===== src/rtl/sgm_pkg.sv =====
// rtl/sgm_pkg.sv - shared cost/disparity parameters, FSM encoding and clog2 helper
package sgm_pkg;

    localparam int DISPARITY_LEVELS = 64;
    localparam int ACC_COST_BITS    = 8;

    typedef logic [1:0] state_t;

    localparam logic [1:0] ST_IDLE = 2'd0;
    localparam logic [1:0] ST_SCAN = 2'd1;
    localparam logic [1:0] ST_DONE = 2'd2;

    function automatic int clog2(input int value);
        int r;
        r = 0;
        while ((1 << r) < value) r = r + 1;
        return r;
    endfunction

endpackage


===== src/rtl/disparity_selector_if.sv =====
// rtl/disparity_selector_if.sv - cost-array input and disparity result handshake bundle
interface disparity_selector_if #(
    parameter int DISPARITY_LEVELS = sgm_pkg::DISPARITY_LEVELS,
    parameter int ACC_COST_BITS    = sgm_pkg::ACC_COST_BITS
);
    import sgm_pkg::*;

    localparam int DISP_W = clog2(DISPARITY_LEVELS);

    logic                                      in_l_valid;
    logic                                      out_l_ready;
    logic [ACC_COST_BITS*DISPARITY_LEVELS-1:0] in_L_arr;
    logic                                      out_disp_valid;
    logic                                      in_disp_ready;
    logic [DISP_W-1:0]                         out_disparity;
    logic [ACC_COST_BITS-1:0]                  out_min_cost;
    logic                                      out_ambiguous;

    modport slave (
        input  in_l_valid, in_L_arr, in_disp_ready,
        output out_l_ready, out_disp_valid, out_disparity, out_min_cost, out_ambiguous
    );

    modport master (
        output in_l_valid, in_L_arr, in_disp_ready,
        input  out_l_ready, out_disp_valid, out_disparity, out_min_cost, out_ambiguous
    );

endinterface


===== src/rtl/disparity_selector_lane_min_reduce.sv =====
// rtl/disparity_selector_lane_min_reduce.sv - combinational min tree over LANES cost words (second-min under UNIQUENESS_CHECK_EN)
module lane_min_reduce #(
    parameter int  LANES = 8,
    parameter int  W     = 8,
    localparam int OFF_W = (LANES > 1) ? sgm_pkg::clog2(LANES) : 1
) (
    input  logic [LANES*W-1:0] in_words,
    output logic [W-1:0]       out_min,
    output logic [OFF_W-1:0]   out_off
`ifdef UNIQUENESS_CHECK_EN
    ,
    output logic [W-1:0]       out_sec
`endif
);
    import sgm_pkg::*;

    // Heap layout: leaves at LANES..2*LANES-1, node i merges 2i (lower offsets) and 2i+1.
    logic [W-1:0]     node_min [1:2*LANES-1];
    logic [OFF_W-1:0] node_off [1:2*LANES-1];
`ifdef UNIQUENESS_CHECK_EN
    logic [W-1:0]     node_sec [1:2*LANES-1];
`endif

    always_comb begin
        for (int i = 1; i < 2*LANES; i++) begin
            node_min[i] = '0;
            node_off[i] = '0;
`ifdef UNIQUENESS_CHECK_EN
            node_sec[i] = '1;
`endif
        end
        for (int i = 0; i < LANES; i++) begin
            node_min[LANES+i] = in_words[i*W +: W];
            node_off[LANES+i] = OFF_W'(i);
        end
        // Right child wins only when strictly smaller, so ties keep the lower disparity.
        for (int i = LANES - 1; i >= 1; i--) begin
            if (node_min[2*i+1] < node_min[2*i]) begin
                node_min[i] = node_min[2*i+1];
                node_off[i] = node_off[2*i+1];
`ifdef UNIQUENESS_CHECK_EN
                node_sec[i] = (node_min[2*i] < node_sec[2*i+1]) ? node_min[2*i] : node_sec[2*i+1];
`endif
            end else begin
                node_min[i] = node_min[2*i];
                node_off[i] = node_off[2*i];
`ifdef UNIQUENESS_CHECK_EN
                node_sec[i] = (node_min[2*i+1] < node_sec[2*i]) ? node_min[2*i+1] : node_sec[2*i];
`endif
            end
        end
        out_min = node_min[1];
        out_off = node_off[1];
`ifdef UNIQUENESS_CHECK_EN
        out_sec = node_sec[1];
`endif
    end

endmodule


===== src/rtl/disparity_selector.sv =====
// rtl/disparity_selector.sv - winner-take-all disparity scan, LANES costs per cycle; UNIQUENESS_CHECK_EN adds the ambiguity flag
module disparity_selector #(
    parameter int DISPARITY_LEVELS = sgm_pkg::DISPARITY_LEVELS,
    parameter int ACC_COST_BITS    = sgm_pkg::ACC_COST_BITS,
    parameter int LANES            = 8,
    parameter int UNIQ_RATIO_Q4    = 2
) (
    input logic                 in_clk,
    input logic                 in_rst_n,
    disparity_selector_if.slave bus
);
    import sgm_pkg::*;

    localparam int DISP_W  = clog2(DISPARITY_LEVELS);
    localparam int OFF_W   = (LANES > 1) ? clog2(LANES) : 1;
    localparam int ARR_W   = ACC_COST_BITS * DISPARITY_LEVELS;
    localparam int SLICE_W = ACC_COST_BITS * LANES;
    localparam logic [DISP_W-1:0] LAST_IDX = DISP_W'(DISPARITY_LEVELS - LANES);

    if (LANES < 1 || (LANES & (LANES - 1)) != 0 || (DISPARITY_LEVELS % LANES) != 0 || UNIQ_RATIO_Q4 < 0) begin : g_bad_cfg
        $error("disparity_selector: LANES must be a power of two dividing DISPARITY_LEVELS");
    end

    state_t                   state_q, state_d;
    logic [ARR_W-1:0]         arr_q, arr_d;
    logic [DISP_W-1:0]        idx_q, idx_d;
    logic [ACC_COST_BITS-1:0] best_q, best_d;
    logic [DISP_W-1:0]        best_idx_q, best_idx_d;
    logic                     valid_q, valid_d;
    logic [DISP_W-1:0]        disparity_q, disparity_d;
    logic [ACC_COST_BITS-1:0] min_cost_q, min_cost_d;
    logic                     ambiguous_q, ambiguous_d;

    logic [SLICE_W-1:0]       lane_words;
    logic [ACC_COST_BITS-1:0] lane_min;
    logic [OFF_W-1:0]         lane_off;
    logic [ACC_COST_BITS-1:0] merge_best;
    logic [DISP_W-1:0]        merge_idx;
    logic                     merge_ambig;
    logic                     l_ready;
    logic                     accept;

    assign lane_words = arr_q[int'(idx_q)*ACC_COST_BITS +: SLICE_W];

`ifdef UNIQUENESS_CHECK_EN
    localparam int WIDE_W = ACC_COST_BITS + 5;

    logic [ACC_COST_BITS-1:0] sec_q, sec_d;
    logic [ACC_COST_BITS-1:0] lane_sec;
    logic [ACC_COST_BITS-1:0] merge_sec;
    logic [WIDE_W-1:0]        sec_scaled;
    logic [WIDE_W-1:0]        best_scaled;

    lane_min_reduce #(.LANES(LANES), .W(ACC_COST_BITS)) u_reduce (
        .in_words (lane_words),
        .out_min  (lane_min),
        .out_off  (lane_off),
        .out_sec  (lane_sec)
    );

    assign sec_scaled  = WIDE_W'(merge_sec) << 4;
    assign best_scaled = WIDE_W'(merge_best) * WIDE_W'(16 + UNIQ_RATIO_Q4);
    assign merge_ambig = (sec_scaled <= best_scaled);
`else
    lane_min_reduce #(.LANES(LANES), .W(ACC_COST_BITS)) u_reduce (
        .in_words (lane_words),
        .out_min  (lane_min),
        .out_off  (lane_off)
    );

    assign merge_ambig = 1'b0;
`endif

    // Strict < keeps the earlier winner on ties; a displaced best or tied lane min becomes second.
    always_comb begin
        merge_best = best_q;
        merge_idx  = best_idx_q;
`ifdef UNIQUENESS_CHECK_EN
        merge_sec  = (lane_min < sec_q) ? lane_min : sec_q;
`endif
        if (lane_min < best_q) begin
            merge_best = lane_min;
            merge_idx  = idx_q + DISP_W'(lane_off);
`ifdef UNIQUENESS_CHECK_EN
            merge_sec  = (best_q < lane_sec) ? best_q : lane_sec;
`endif
        end
    end

    always_comb begin
        state_d     = state_q;
        arr_d       = arr_q;
        idx_d       = idx_q;
        best_d      = best_q;
        best_idx_d  = best_idx_q;
        valid_d     = valid_q;
        disparity_d = disparity_q;
        min_cost_d  = min_cost_q;
        ambiguous_d = ambiguous_q;
`ifdef UNIQUENESS_CHECK_EN
        sec_d       = sec_q;
`endif
        l_ready = 1'b0;
        accept  = 1'b0;
        case (state_q)
            ST_IDLE: begin
                l_ready = 1'b1;
                accept  = bus.in_l_valid;
            end
            ST_SCAN: begin
                best_d     = merge_best;
                best_idx_d = merge_idx;
`ifdef UNIQUENESS_CHECK_EN
                sec_d      = merge_sec;
`endif
                idx_d      = idx_q + DISP_W'(LANES);
                if (idx_q == LAST_IDX) begin
                    state_d     = ST_DONE;
                    valid_d     = 1'b1;
                    disparity_d = merge_idx;
                    min_cost_d  = merge_best;
                    ambiguous_d = merge_ambig;
                end
            end
            ST_DONE: begin
                l_ready = bus.in_disp_ready;
                if (bus.in_disp_ready) begin
                    valid_d = 1'b0;
                    state_d = ST_IDLE;
                    accept  = bus.in_l_valid;
                end
            end
            default: state_d = ST_IDLE;
        endcase
        if (accept) begin
            arr_d      = bus.in_L_arr;
            idx_d      = '0;
            best_d     = '1;
            best_idx_d = '0;
`ifdef UNIQUENESS_CHECK_EN
            sec_d      = '1;
`endif
            state_d    = ST_SCAN;
        end
    end

    always_ff @(posedge in_clk or negedge in_rst_n) begin
        if (!in_rst_n) begin
            state_q     <= ST_IDLE;
            arr_q       <= '0;
            idx_q       <= '0;
            best_q      <= '1;
            best_idx_q  <= '0;
            valid_q     <= 1'b0;
            disparity_q <= '0;
            min_cost_q  <= '0;
            ambiguous_q <= 1'b0;
`ifdef UNIQUENESS_CHECK_EN
            sec_q       <= '1;
`endif
        end else begin
            state_q     <= state_d;
            arr_q       <= arr_d;
            idx_q       <= idx_d;
            best_q      <= best_d;
            best_idx_q  <= best_idx_d;
            valid_q     <= valid_d;
            disparity_q <= disparity_d;
            min_cost_q  <= min_cost_d;
            ambiguous_q <= ambiguous_d;
`ifdef UNIQUENESS_CHECK_EN
            sec_q       <= sec_d;
`endif
        end
    end

    assign bus.out_l_ready    = l_ready;
    assign bus.out_disp_valid = valid_q;
    assign bus.out_disparity  = disparity_q;
    assign bus.out_min_cost   = min_cost_q;
    assign bus.out_ambiguous  = ambiguous_q;

endmodule


===== src/flat_wrapper.sv =====
// flat-port wrapper written by rule: the top's interface ports become plain ports
module disparity_selector_flat import sgm_pkg::*;
#(
    parameter int DISPARITY_LEVELS = sgm_pkg::DISPARITY_LEVELS,
    parameter int ACC_COST_BITS    = sgm_pkg::ACC_COST_BITS,
    parameter int LANES            = 8,
    parameter int UNIQ_RATIO_Q4    = 2
)
  (in_clk, in_rst_n, bus_in_l_valid, bus_in_L_arr, bus_in_disp_ready, bus_out_l_ready, bus_out_disp_valid, bus_out_disparity, bus_out_min_cost, bus_out_ambiguous);
  disparity_selector_if #(.DISPARITY_LEVELS(DISPARITY_LEVELS), .ACC_COST_BITS(ACC_COST_BITS)) bus_i ();
  input logic in_clk;
  input logic in_rst_n;
  input wire logic [$bits(bus_i.in_l_valid)-1:0] bus_in_l_valid;
  input wire logic [$bits(bus_i.in_L_arr)-1:0] bus_in_L_arr;
  input wire logic [$bits(bus_i.in_disp_ready)-1:0] bus_in_disp_ready;
  output wire logic [$bits(bus_i.out_l_ready)-1:0] bus_out_l_ready;
  output wire logic [$bits(bus_i.out_disp_valid)-1:0] bus_out_disp_valid;
  output wire logic [$bits(bus_i.out_disparity)-1:0] bus_out_disparity;
  output wire logic [$bits(bus_i.out_min_cost)-1:0] bus_out_min_cost;
  output wire logic [$bits(bus_i.out_ambiguous)-1:0] bus_out_ambiguous;
  assign bus_i.in_l_valid = bus_in_l_valid;
  assign bus_i.in_L_arr = bus_in_L_arr;
  assign bus_i.in_disp_ready = bus_in_disp_ready;
  assign bus_out_l_ready = bus_i.out_l_ready;
  assign bus_out_disp_valid = bus_i.out_disp_valid;
  assign bus_out_disparity = bus_i.out_disparity;
  assign bus_out_min_cost = bus_i.out_min_cost;
  assign bus_out_ambiguous = bus_i.out_ambiguous;
  disparity_selector #(.DISPARITY_LEVELS(DISPARITY_LEVELS), .ACC_COST_BITS(ACC_COST_BITS), .LANES(LANES), .UNIQ_RATIO_Q4(UNIQ_RATIO_Q4)) u_core (.in_clk(in_clk), .in_rst_n(in_rst_n), .bus(bus_i));
endmodule

===== config.mk =====
export PLATFORM = sky130hd
export DESIGN_NAME = disparity_selector_flat
export DESIGN_NICKNAME = d
export VERILOG_FILES = /design/src/rtl/sgm_pkg.sv /design/src/rtl/disparity_selector_if.sv /design/src/rtl/disparity_selector_lane_min_reduce.sv /design/src/rtl/disparity_selector.sv /design/src/flat_wrapper.sv
export SDC_FILE = /design/constraint.sdc
export NUM_CORES = 1
export LEC_CHECK = 0
export ABC_CLOCK_PERIOD_IN_PS = 11100
export CORE_UTILIZATION = 52
export DETAILED_ROUTE_END_ITERATION = 10
export PLACE_DENSITY = 0.81
export SLEW_MARGIN = 0
export SYNTH_ARGS = -nofsm -noshare
export SYNTH_HDL_FRONTEND = slang
export SYNTH_SLANG_ARGS = --single-unit

===== constraint.sdc =====
create_clock -name in_clk -period 11.1 [get_ports in_clk]
set_clock_uncertainty 0.15 [all_clocks]
set_input_delay 2.22 -clock in_clk [delete_from_list [all_inputs] [get_ports in_clk]]
set_output_delay 2.22 -clock in_clk [all_outputs]
set_load 0.005 [all_outputs]

# Word level (Yosys, flattened, before mapping)
# Index checks and enable logic that the tools add are counted.
[word_totals]
reg_bits = 549
inputBits = 516
word_cells = 65
[classes]
n_mux = 32
n_reduce_logical = 6
n_addsub = 2
n_shift = 1
n_lt_le_gt_ge = 8
eq_ne = 8
[op_table]
columns = ["operator", "count"]
rows = [
  ["512-bit by 10-bit indexed part select with 64-bit output", 1],
  ["8-bit 2-to-1 mux", 10],
  ["8-bit < comparator", 8],
  ["6-bit 2-to-1 mux", 5],
  ["3-bit 2-to-1 mux", 3],
  ["1-bit 2-to-1 mux", 7],
  ["6-bit by 3-bit adder with 6-bit output", 1],
  ["6-bit by 4-bit adder with 6-bit output (second input constant)", 1],
  ["6-bit equality test (second input constant)", 1],
  ["2-bit 2-to-1 mux", 3],
  ["1-bit case mux with 2 select lines", 3],
  ["2-bit case mux with 3 select lines", 1],
  ["3-bit AND reduction", 2],
  ["2-bit by 1-bit != test with 1-bit output (second input constant)", 2],
  ["2-bit nonzero test", 2],
  ["3-bit by 1-bit != test with 1-bit output (second input constant)", 1],
  ["3-bit by 2-bit != test with 1-bit output (second input constant)", 1],
  ["2-bit by 1-bit equality test with 1-bit output (second input constant)", 1],
  ["2-bit equality test (second input constant)", 1],
  ["2-bit zero test", 1],
  ["2-bit != test (second input constant)", 1],
  ["2-bit AND reduction", 1],
]

# Longest topological paths before layout
# Gate-level depths: netlist of run 1.
[depth]
depth_word = 11
ltp_mapped = 40
ltp_nobuf = 33

# Hierarchy
# A second synthesis of run 1 with hierarchy kept.
[hier_totals]
cells_unflattened = 2850
hier_area_um2 = 26744.4
[by_module_without_submodules]
columns = ["module", "seq_area_each_um2", "area_per_inst_um2", "instances", "cells_each"]
rows = [
  ["disparity_selector", 13673.1, 24702.4, 1, 2578],
  ["lane_min_reduce", 0.0, 2042.0, 1, 272],
]

# Worst setup path after synthesis of run 1
# OpenSTA, ideal clock, no wires.
[synth_path]
kind = "register to register"
start = "reg u_core.idx_q[3]"
end = "reg u_core.best_q[4]"
stages_incl_launch_ff = 38
path_slack_ns = 2.491
arrival_ns = 8.377
n_path_buf = 7
synth_period_minus_slack_ns = 8.609
required_ns = 10.868
setup_ns = 0.082
path_cell_list = "dfrtp_1 > buf_6 > buf_6 > buf_2 > buf_2 > mux4_2 > mux2_2 > ha_1 > a21oi_1 > o21ai_0 > o31ai_2 > mux2_2 > inv_1 > ha_1 > a21o_1 > a21o_1 > a221o_1 > a31o_1 > (+2 left out) > ha_1 > nand4_1 > nor2_1 > o21ai_0 > and3_1 > a31oi_2 > buf_4 > o21a_1 > ha_1 > a21o_1 > a21oi_1 > a21o_1 > a21oi_1 > a211oi_1 > a21bo_4 > nor2_4 > buf_6 > mux2_2"
[synth_between]
elab_chain_cells = 11
[synth_lines]
columns = ["item", "line", "text"]
rows = [
  ["from (decl)", "disparity_selector.sv:26", "logic [DISP_W-1:0] idx_q, idx_d;"],
  ["from (signal assigned)", "disparity_selector.sv:164", "idx_q <= idx_d;"],
  ["512-bit by 10-bit indexed part select with 64-bit output *", "disparity_selector.sv:43", "assign lane_words = arr_q[int'(idx_q)*ACC_COST_BITS +: SLICE_W];"],
  ["8-bit < comparator", "disparity_selector_lane_min_reduce.sv:38", "if (node_min[2*i+1] < node_min[2*i]) begin"],
  ["8-bit 2-to-1 mux", "disparity_selector_lane_min_reduce.sv:38", ""],
  ["8-bit < comparator", "disparity_selector_lane_min_reduce.sv:38", ""],
  ["8-bit 2-to-1 mux", "disparity_selector_lane_min_reduce.sv:38", ""],
  ["8-bit < comparator", "disparity_selector_lane_min_reduce.sv:38", ""],
  ["8-bit 2-to-1 mux *", "disparity_selector_lane_min_reduce.sv:38", ""],
  ["8-bit < comparator", "disparity_selector.sv:81", "if (lane_min < best_q) begin"],
  ["8-bit 2-to-1 mux *", "disparity_selector.sv:81", ""],
  ["8-bit 2-to-1 mux *", "disparity_selector.sv:105", "case (state_q)"],
  ["8-bit 2-to-1 mux *", "disparity_selector.sv:135", "if (accept) begin"],
  ["to (signal assigned)", "disparity_selector.sv:165", "best_q <= best_d;"],
  ["to (decl)", "disparity_selector.sv:27", "logic [ACC_COST_BITS-1:0] best_q, best_d;"],
]
# Every way passes the cells marked *; elsewhere a longest branch is shown, timed or not. The select of a mux whose other input is x is not followed.
# A chain may end at the register's enable or synchronous reset.

# Final worst setup path of run 1
[layout_path]
start = "reg u_core.idx_q[3]"
end = "reg u_core.best_q[3]"
# The elaborated chain is that of the path after synthesis.

==> flow_metrics.env, run 1 <==
export IMPL_status="complete, no violations"
export IMPL_min_path_type="reg2reg"
export IMPL_layout_setup_ws_ns=0.751
export IMPL_pin_count=533
export IMPL_cts_root_buf="clkbuf_16"
export IMPL_path_max_fanout=30
export IMPL_drc=0
export IMPL_ys_ff_latch=546
export IMPL_avgRoutedWirePerCell_microns=19.7
export IMPL_synthCells=2830
export IMPL_cp_arrival_ns=10.72
export IMPL_via_count=22200
export IMPL_setup_viol=0
export IMPL_dp_hpwl_microns=57000
export IMPL_grt_total_usage_pct=30.6
export IMPL_yosysUniqueCellTypes=54
export IMPL_cts_tree="done"
export IMPL_fin_setup_tns_ns=0
export IMPL_reg2reg_depth=34
export IMPL_post_cts_buffers=0
export IMPL_post_route_min_period_ns=10.35
export IMPL_port_buffers=531
export IMPL_slowest_stage="dfrtp_4"
export IMPL_drtPass1Iterations=5
export IMPL_die_area_sq_um=51900
export IMPL_yosysWarnings=0
export IMPL_synth_simple_area_share_pct=23.9
export IMPL_fp_dieH_microns=228
export IMPL_startpoint="u_core.idx_q[3]$_DFFE_PN0P_"
export IMPL_clkSlewWorstSetupHoldPaths_ns=0.06
export IMPL_hold_buffers=0
export IMPL_synthAdderAreaFrac_pct=2.74
export IMPL_drt_iter0_drc=2057
export IMPL_grt_max_degree=213
export IMPL_grt_setup_unrepaired="false"
export IMPL_reg2reg_slack_ns=0.75
export IMPL_row_count=82
export IMPL_tightest_slew_ns=1.30
export IMPL_htreeDepth=2
export IMPL_r2r_end="u_core.best_q[3]$_DFFE_PN1P_"
export IMPL_syn_avg_cell_area_sq_um=9.37
export IMPL_dp_slack_ns=0.912
export IMPL_dp_cells=3897
export IMPL_grt_pass1_wl_microns=125000
export IMPL_cp_end_kind="flip-flop"
export IMPL_grt_pass1_vias=22900
export IMPL_max_cap_violations=0
export IMPL_fin_nets=3854
export IMPL_dieWidth_microns=228
export IMPL_insertion_delay_ns=0.61
export IMPL_crit_top_cell="ha_1"
export IMPL_drive_gt1_share_pct=9.22
export IMPL_seq_area_frac_synth_pct=51.5
export IMPL_synth_top_family_by_area="simple AND/OR/NAND/NOR gates"
export IMPL_gp_congestion=0.887
export IMPL_max_freq_ghz=0.0966
export IMPL_path_class="reg2reg"
export IMPL_final_max_slew_violation_count=0
export IMPL_ant_nets=0
export IMPL_syn_to_final_growth_pct=28.7
export IMPL_viasPerCell=5.55
export IMPL_utilization_pct=67.9
export IMPL_clockBufferDepth=3
export IMPL_relSlewSlack_pct=13.7
export IMPL_synthMuxAreaShare_pct=15.7
export IMPL_synth_xor_area_share_pct=0.0990
export IMPL_antenna_found_initial=7
export IMPL_hold_viol=0
export IMPL_min_to="u_core.arr_q[303]$_DFFE_PN0P_"
export IMPL_instances_no_fill=3996
export IMPL_synth_compound_area_share_pct=2.75
export IMPL_cts_sinks=546
export IMPL_routed_wl_microns=78900
export IMPL_synth_edf_count=0
export IMPL_min_delay_start="u_core.arr_q[303]$_DFFE_PN0P_"
export IMPL_worstReg2RegStart="u_core.idx_q[3]$_DFFE_PN0P_"
export IMPL_ys_async_sr_fraction_pct=100
export IMPL_min_path_cells=2
export IMPL_synthesis_area_sq_um=26500
export IMPL_cts_buffers=53
export IMPL_core_area_sq_um=50300
export IMPL_critPathLaunchType="flip-flop"
export IMPL_start_util_pct=52.8
export IMPL_yosys_most_used_dff="dfrtp_1"
export IMPL_grt_overflow_total=0
export IMPL_cts_resized=0
export IMPL_worstPathRequired_ns=11.47
export IMPL_fin_crit_sh_pct=93.2
export IMPL_crit_path_max_incr_delay_ns=0.84
[per-layer routing]
metal	GRT usage, %	vias up	wire length [microns]
met3	4.18	191	4720
met2	51.2	932	39200
met5	0	-	23
met1	40.3	11000	31800
met4	13.2	4	3100
li1	-	10100	-
[cells by family (layout without fill, tap and decap cells)]
family                   count (synthesis)  in the layout
adder cells (fa/ha/maj)                 58             58
AND/OR/NAND/NOR                       1651           1651
flip-flops                             546            546
buffers and inverters                  217            705
XOR/XNOR                                 3              3
AO/OA/AOI/OAI                          103            103
other                                    1              7
multiplexers                           251            251
[cells in the mapped netlist, types with 5 or more instances]
cell      count  area (sq um)
a21oi_1      32           160
a31oi_1       5          31.3
and3_1       11          68.8
inv_1        56           210
nand3_1      13          65.1
nand2_1    1581          5930
mux2_2       37           417
dfstp_2       8           210
ha_1         58           726
o21ai_0      14          70.1
a21o_1       10          75.1
buf_2        18          90.1
nand4_1       9          56.3
clkbuf_1    124           465
a221o_1       9          90.1
nor2_1       17          63.8
mux4_2      128          2880
o21a_1        9          67.6
mux2i_1      84           841
dfrtp_1     538         13500
buf_1        11          41.3
[final cells by class]
class | count | area, sq um
clock buffers | 75 | 1570
clock inverters | 19 | 238
repair buffers | 554 | 5580
fillers | 3711 | 16100
multi-input cells | 2068 | 12000
diodes | 5 | 12.5
flip-flops and latches | 546 | 13700
inverters | 57 | 216
well taps | 672 | 841
[cell usage in the layout, fill, tap and decap left out, drive strengths merged, types with 8 or more instances in the layout]
cell,synthesis,final
a21o,10,10
a21oi,32,32
a221o,9,9
and3,11,11
buf,36,24
clkbuf,124,75
clkdlybuf4s50,0,530
clkinv,1,10
dfrtp,538,538
dfstp,8,8
ha,58,58
inv,56,57
mux2,39,39
mux2i,84,84
mux4,128,128
nand2,1581,1581
nand3,13,13
nand4,9,9
nor2,19,19
o21a,9,9
o21ai,16,16
[metrics by stage]
stage | hold WS (ns) | area (sq um)
2_1_floorplan | 0.290 | 26500
3_3_place_gp | 0.302 | 32300
3_5_place_dp | 0.307 | 32300
4_1_cts | 0.323 | 34100
5_1_grt | 0.334 | 34100
6_report | 0.324 | 34100
[state kept, by name (all words and copies together), names as in the netlist]
register / count
u_core.arr_q: 512
u_core.best_q: 8
u_core.bus.out_min_cost: 8
u_core.best_idx_q: 6
u_core.bus.out_disparity: 6
u_core.idx_q: 3
u_core.state_q: 2
u_core.bus.out_disp_valid: 1
[worst max-delay path by stage]
stage	slack, ns	endpoint
final	0.75	u_core.best_q[3]$_DFFE_PN1P_
after global placement	1.25	u_core.best_q[1]$_DFFE_PN1P_
after global routing	0.08	u_core.best_q[3]$_DFFE_PN1P_
after CTS	0.89	u_core.best_q[3]$_DFFE_PN1P_
after detailed placement	0.91	u_core.best_q[3]$_DFFE_PN1P_
after floorplan	2.49	u_core.best_q[4]$_DFFE_PN1P_
[critical path: cells and delay by family, from the launching register on]
family | cells | cell delay [ns]
AO/OA/AOI/OAI | 16 | 3.77
flip-flops | 1 | 0.84
AND/OR/NAND/NOR | 7 | 1.61
multiplexers | 5 | 1.99
buffers and inverters | 2 | 0.55
adder cells (fa/ha/maj) | 4 | 1.30
Power of run 1 is left out: the tool's default activity adds up to more than one toggle a clock period on the data nets, which glitch-free logic cannot reach.
==> run 2, diff against run 1 <==
--- a/config.mk
+++ b/config.mk
@@ -8,8 +8,9 @@
 export ABC_CLOCK_PERIOD_IN_PS = 11100
 export CORE_UTILIZATION = 52
 export DETAILED_ROUTE_END_ITERATION = 10
-export PLACE_DENSITY = 0.81
+export PLACE_DENSITY = 0.85
 export SLEW_MARGIN = 0
 export SYNTH_ARGS = -nofsm -noshare
 export SYNTH_HDL_FRONTEND = slang
+export SYNTH_HIERARCHICAL = 1
 export SYNTH_SLANG_ARGS = --single-unit
==> run 2 against run 1 <==
Effect of this change: via count down 2.4%; synthesized area up 0.82%; synthesized cell count rose by 0.71%; core utilization is 0.11 points higher; sequential cell count did not move; cell area rose by 0.58%; worst hold slack worse by 0.0028 ns; cell count grew 0.68%; non-clock buffer count grew 1; register-to-register slack improved by 0.42 ns.
==> flow_metrics.env, run 2 <==
export IMPL_status="complete, no violations"
export IMPL_utilization_pct=68.0
export IMPL_cp_end_kind="flip-flop"
export IMPL_final_common_cell="nand2_1"
export IMPL_start_util_pct=53.0
export IMPL_largest_register_ffs=512
export IMPL_fin_nets=3868
export IMPL_synthAdderAreaFrac_pct=2.62
export IMPL_seq_area_frac_synth_pct=51.1
export IMPL_critPathBufInv=5
export IMPL_ant_nets=0
export IMPL_synth_common_cells="nand2_1, dfrtp_1, mux4_2"
export IMPL_yosysUniqueCellTypes=61
export IMPL_critPathLaunchType="flip-flop"
export IMPL_viasPerCell=5.38
export IMPL_cp_depth=32
export IMPL_htreeDepth=2
export IMPL_path_delay_family="compound AO/OA/AOI/OAI gates"
export IMPL_routed_wl_microns=80500
export IMPL_syn_to_final_growth_pct=28.3
export IMPL_drtPass1Iterations=5
export IMPL_grt_pass1_wl_microns=125000
export IMPL_synth_top_area_share_pct=50.3
export IMPL_relSlewSlack_pct=25.2
export IMPL_fp_dieH_microns=229
export IMPL_synthMuxAreaShare_pct=15.8
export IMPL_avgRoutedWirePerCell_microns=20.0
export IMPL_synth_edf_count=0
export IMPL_yosys_most_used_dff="dfrtp_1"
export IMPL_cts_root_buf="clkbuf_16"
export IMPL_worstPathRequired_ns=11.48
export IMPL_crit_path_max_incr_delay_ns=1.08
export IMPL_die_area_sq_um=52300
export IMPL_yosysTopAreaCell="dfrtp_1"
export IMPL_synth_nets=3422
export IMPL_via_count=21700
export IMPL_grt_total_usage_pct=31.2
export IMPL_ys_async_sr_fraction_pct=100
export IMPL_dieWidth_microns=229
export IMPL_max_cap_violations=0
export IMPL_drc=0
export IMPL_grt_overflow_total=0
export IMPL_min_path_cells=2
export IMPL_yosysMostFrequentCell="nand2_1"
export IMPL_cts_sinks=546
export IMPL_whs_ns=0.321
export IMPL_crit_top_cell="ha_1"
export IMPL_ys_ff_latch=546
export IMPL_min_path_type="reg2reg"
export IMPL_reg2reg_slack_ns=1.17
export IMPL_syn_avg_cell_area_sq_um=9.38
export IMPL_path_class="reg2reg"
export IMPL_path_max_fanout=49
export IMPL_tightest_slew_ns=1.12
export IMPL_synth_xor_area_share_pct=0.0327
export IMPL_dp_hpwl_microns=58100
export IMPL_grt_setup_unrepaired="false"
export IMPL_setup_viol=0
export IMPL_reg2reg_depth=32
export IMPL_cts_resized=0
export IMPL_grt_max_degree=240
export IMPL_fin_setup_tns_ns=0
export IMPL_final_cell_mix="nand2_1, dfrtp_1, clkdlybuf4s50_1, mux4_2, inv_1"
export IMPL_antenna_found_initial=13
export IMPL_synthTopCellsByArea="dfrtp_1, nand2_1, mux4_2, mux2_2, ha_1"
export IMPL_gp_congestion=0.906
export IMPL_cts_buffers=57
export IMPL_drt_iter0_drc=2217
export IMPL_hold_buffers=0
export IMPL_synth_top_family_by_area="simple AND/OR/NAND/NOR gates"
export IMPL_max_freq_ghz=0.101
export IMPL_fin_crit_sh_pct=89.4
export IMPL_core_area_sq_um=50500
export IMPL_cp_arrival_ns=10.31
export IMPL_hold_viol=0
export IMPL_synthCells=2850
export IMPL_synthesis_area_sq_um=26700
export IMPL_insertion_delay_ns=0.62
export IMPL_synth_compound_area_share_pct=2.84
export IMPL_drive_gt1_share_pct=10.2
export IMPL_row_count=82
export IMPL_n_fill_cell=3829
export IMPL_yosysWarnings=6
export IMPL_pin_count=533
export IMPL_cts_tree="done"
export IMPL_clkSlewWorstSetupHoldPaths_ns=0.06
export IMPL_largest_register="u_core/arr_q"
export IMPL_final_max_slew_violation_count=0
export IMPL_clockBufferDepth=3
export IMPL_post_cts_buffers=0
export IMPL_post_route_min_period_ns=9.93
export IMPL_grt_pass1_vias=22100
export IMPL_slowest_stage="dfrtp_4"
export IMPL_port_buffers=531
export IMPL_synth_simple_area_share_pct=23.6
[run 2: cell count changes after synthesis, moves of 9 or more]
| cell | change |
|---|---|
| a221o_1 | -9 |
| nor2_1 | +27 |
| buf_2 | +26 |
| inv_1 | +16 |
| mux2i_1 | -41 |
| and3_1 | -11 |
| o211ai_1 | +11 |
| mux2_2 | +29 |
| clkbuf_1 | -26 |
| o2111ai_1 | +11 |
| nand3_1 | -11 |
[run 2: metal layers]
| metal | vias up | wire length, microns | GRT usage [%] |
|---|---|---|---|
| met2 | 896 | 40300 | 52.0 |
| met4 | 0 | 4540 | 17.6 |
| met1 | 10500 | 31100 | 39.4 |
| li1 | 10100 | - | - |
| met5 | - | 0 | 0 |
| met3 | 213 | 4520 | 4.25 |
[run 2: path summary, 6_finish.rpt]
kind | start | end
min in group asynchronous | in_rst_n | u_core/arr_q[77]$_DFFE_PN0P_
max in group asynchronous | in_rst_n | u_core/arr_q[297]$_DFFE_PN0P_
setup / recovery | u_core/idx_q[3]$_DFFE_PN0P_ | u_core/best_q[7]$_DFFE_PN1P_
setup reg to reg | u_core/idx_q[3]$_DFFE_PN0P_ | u_core/best_q[7]$_DFFE_PN1P_
hold / removal | u_core/arr_q[393]$_DFFE_PN0P_ | u_core/arr_q[393]$_DFFE_PN0P_
hold reg to reg | u_core/arr_q[393]$_DFFE_PN0P_ | u_core/arr_q[393]$_DFFE_PN0P_
[run 2: worst reg2reg max path: cells and delay by family (launching register included)]
family	cells	cell delay (ns)
compound gates	9	3.29
fa+ha+maj	4	1.23
buf+inv	5	0.85
flops	1	1.08
mux	6	2.37
simple gates	8	0.89
[run 2: area by class of cell]
cell class,count,area (sq um),area share [%]
sequential,546,13700,39.9
inverter,72,270,0.787
tap,672,841,2.45
timing repair buffer,555,5600,16.3
multi-input combinational,2064,12000,35.0
clock inverter,19,189,0.550
clock buffer,84,1700,4.95
antenna,11,27.5,0.0802
[run 2: cells by family after synthesis]
kind of cell               after synthesis
other                                    1
buffers and inverters                  240
adders and majority gates               56
muxes                                  250
DFF                                    546
and+or+nand+nor                       1654
AOI/OAI and AO/OA                      102
xor gates and xnor gates                 1
[run 2: metrics by stage]
step                      cells  setup WS (ns)  area, sq um
final                      4023           1.17        34300
after global routing       4022          0.477        34300
after CTS                  4012           1.23        34300
after detailed placement   3909           1.25        32400
after global placement     3909           1.35        32400
after floorplan            2850           3.23        26700
Power of run 2 is left out for the same reason.
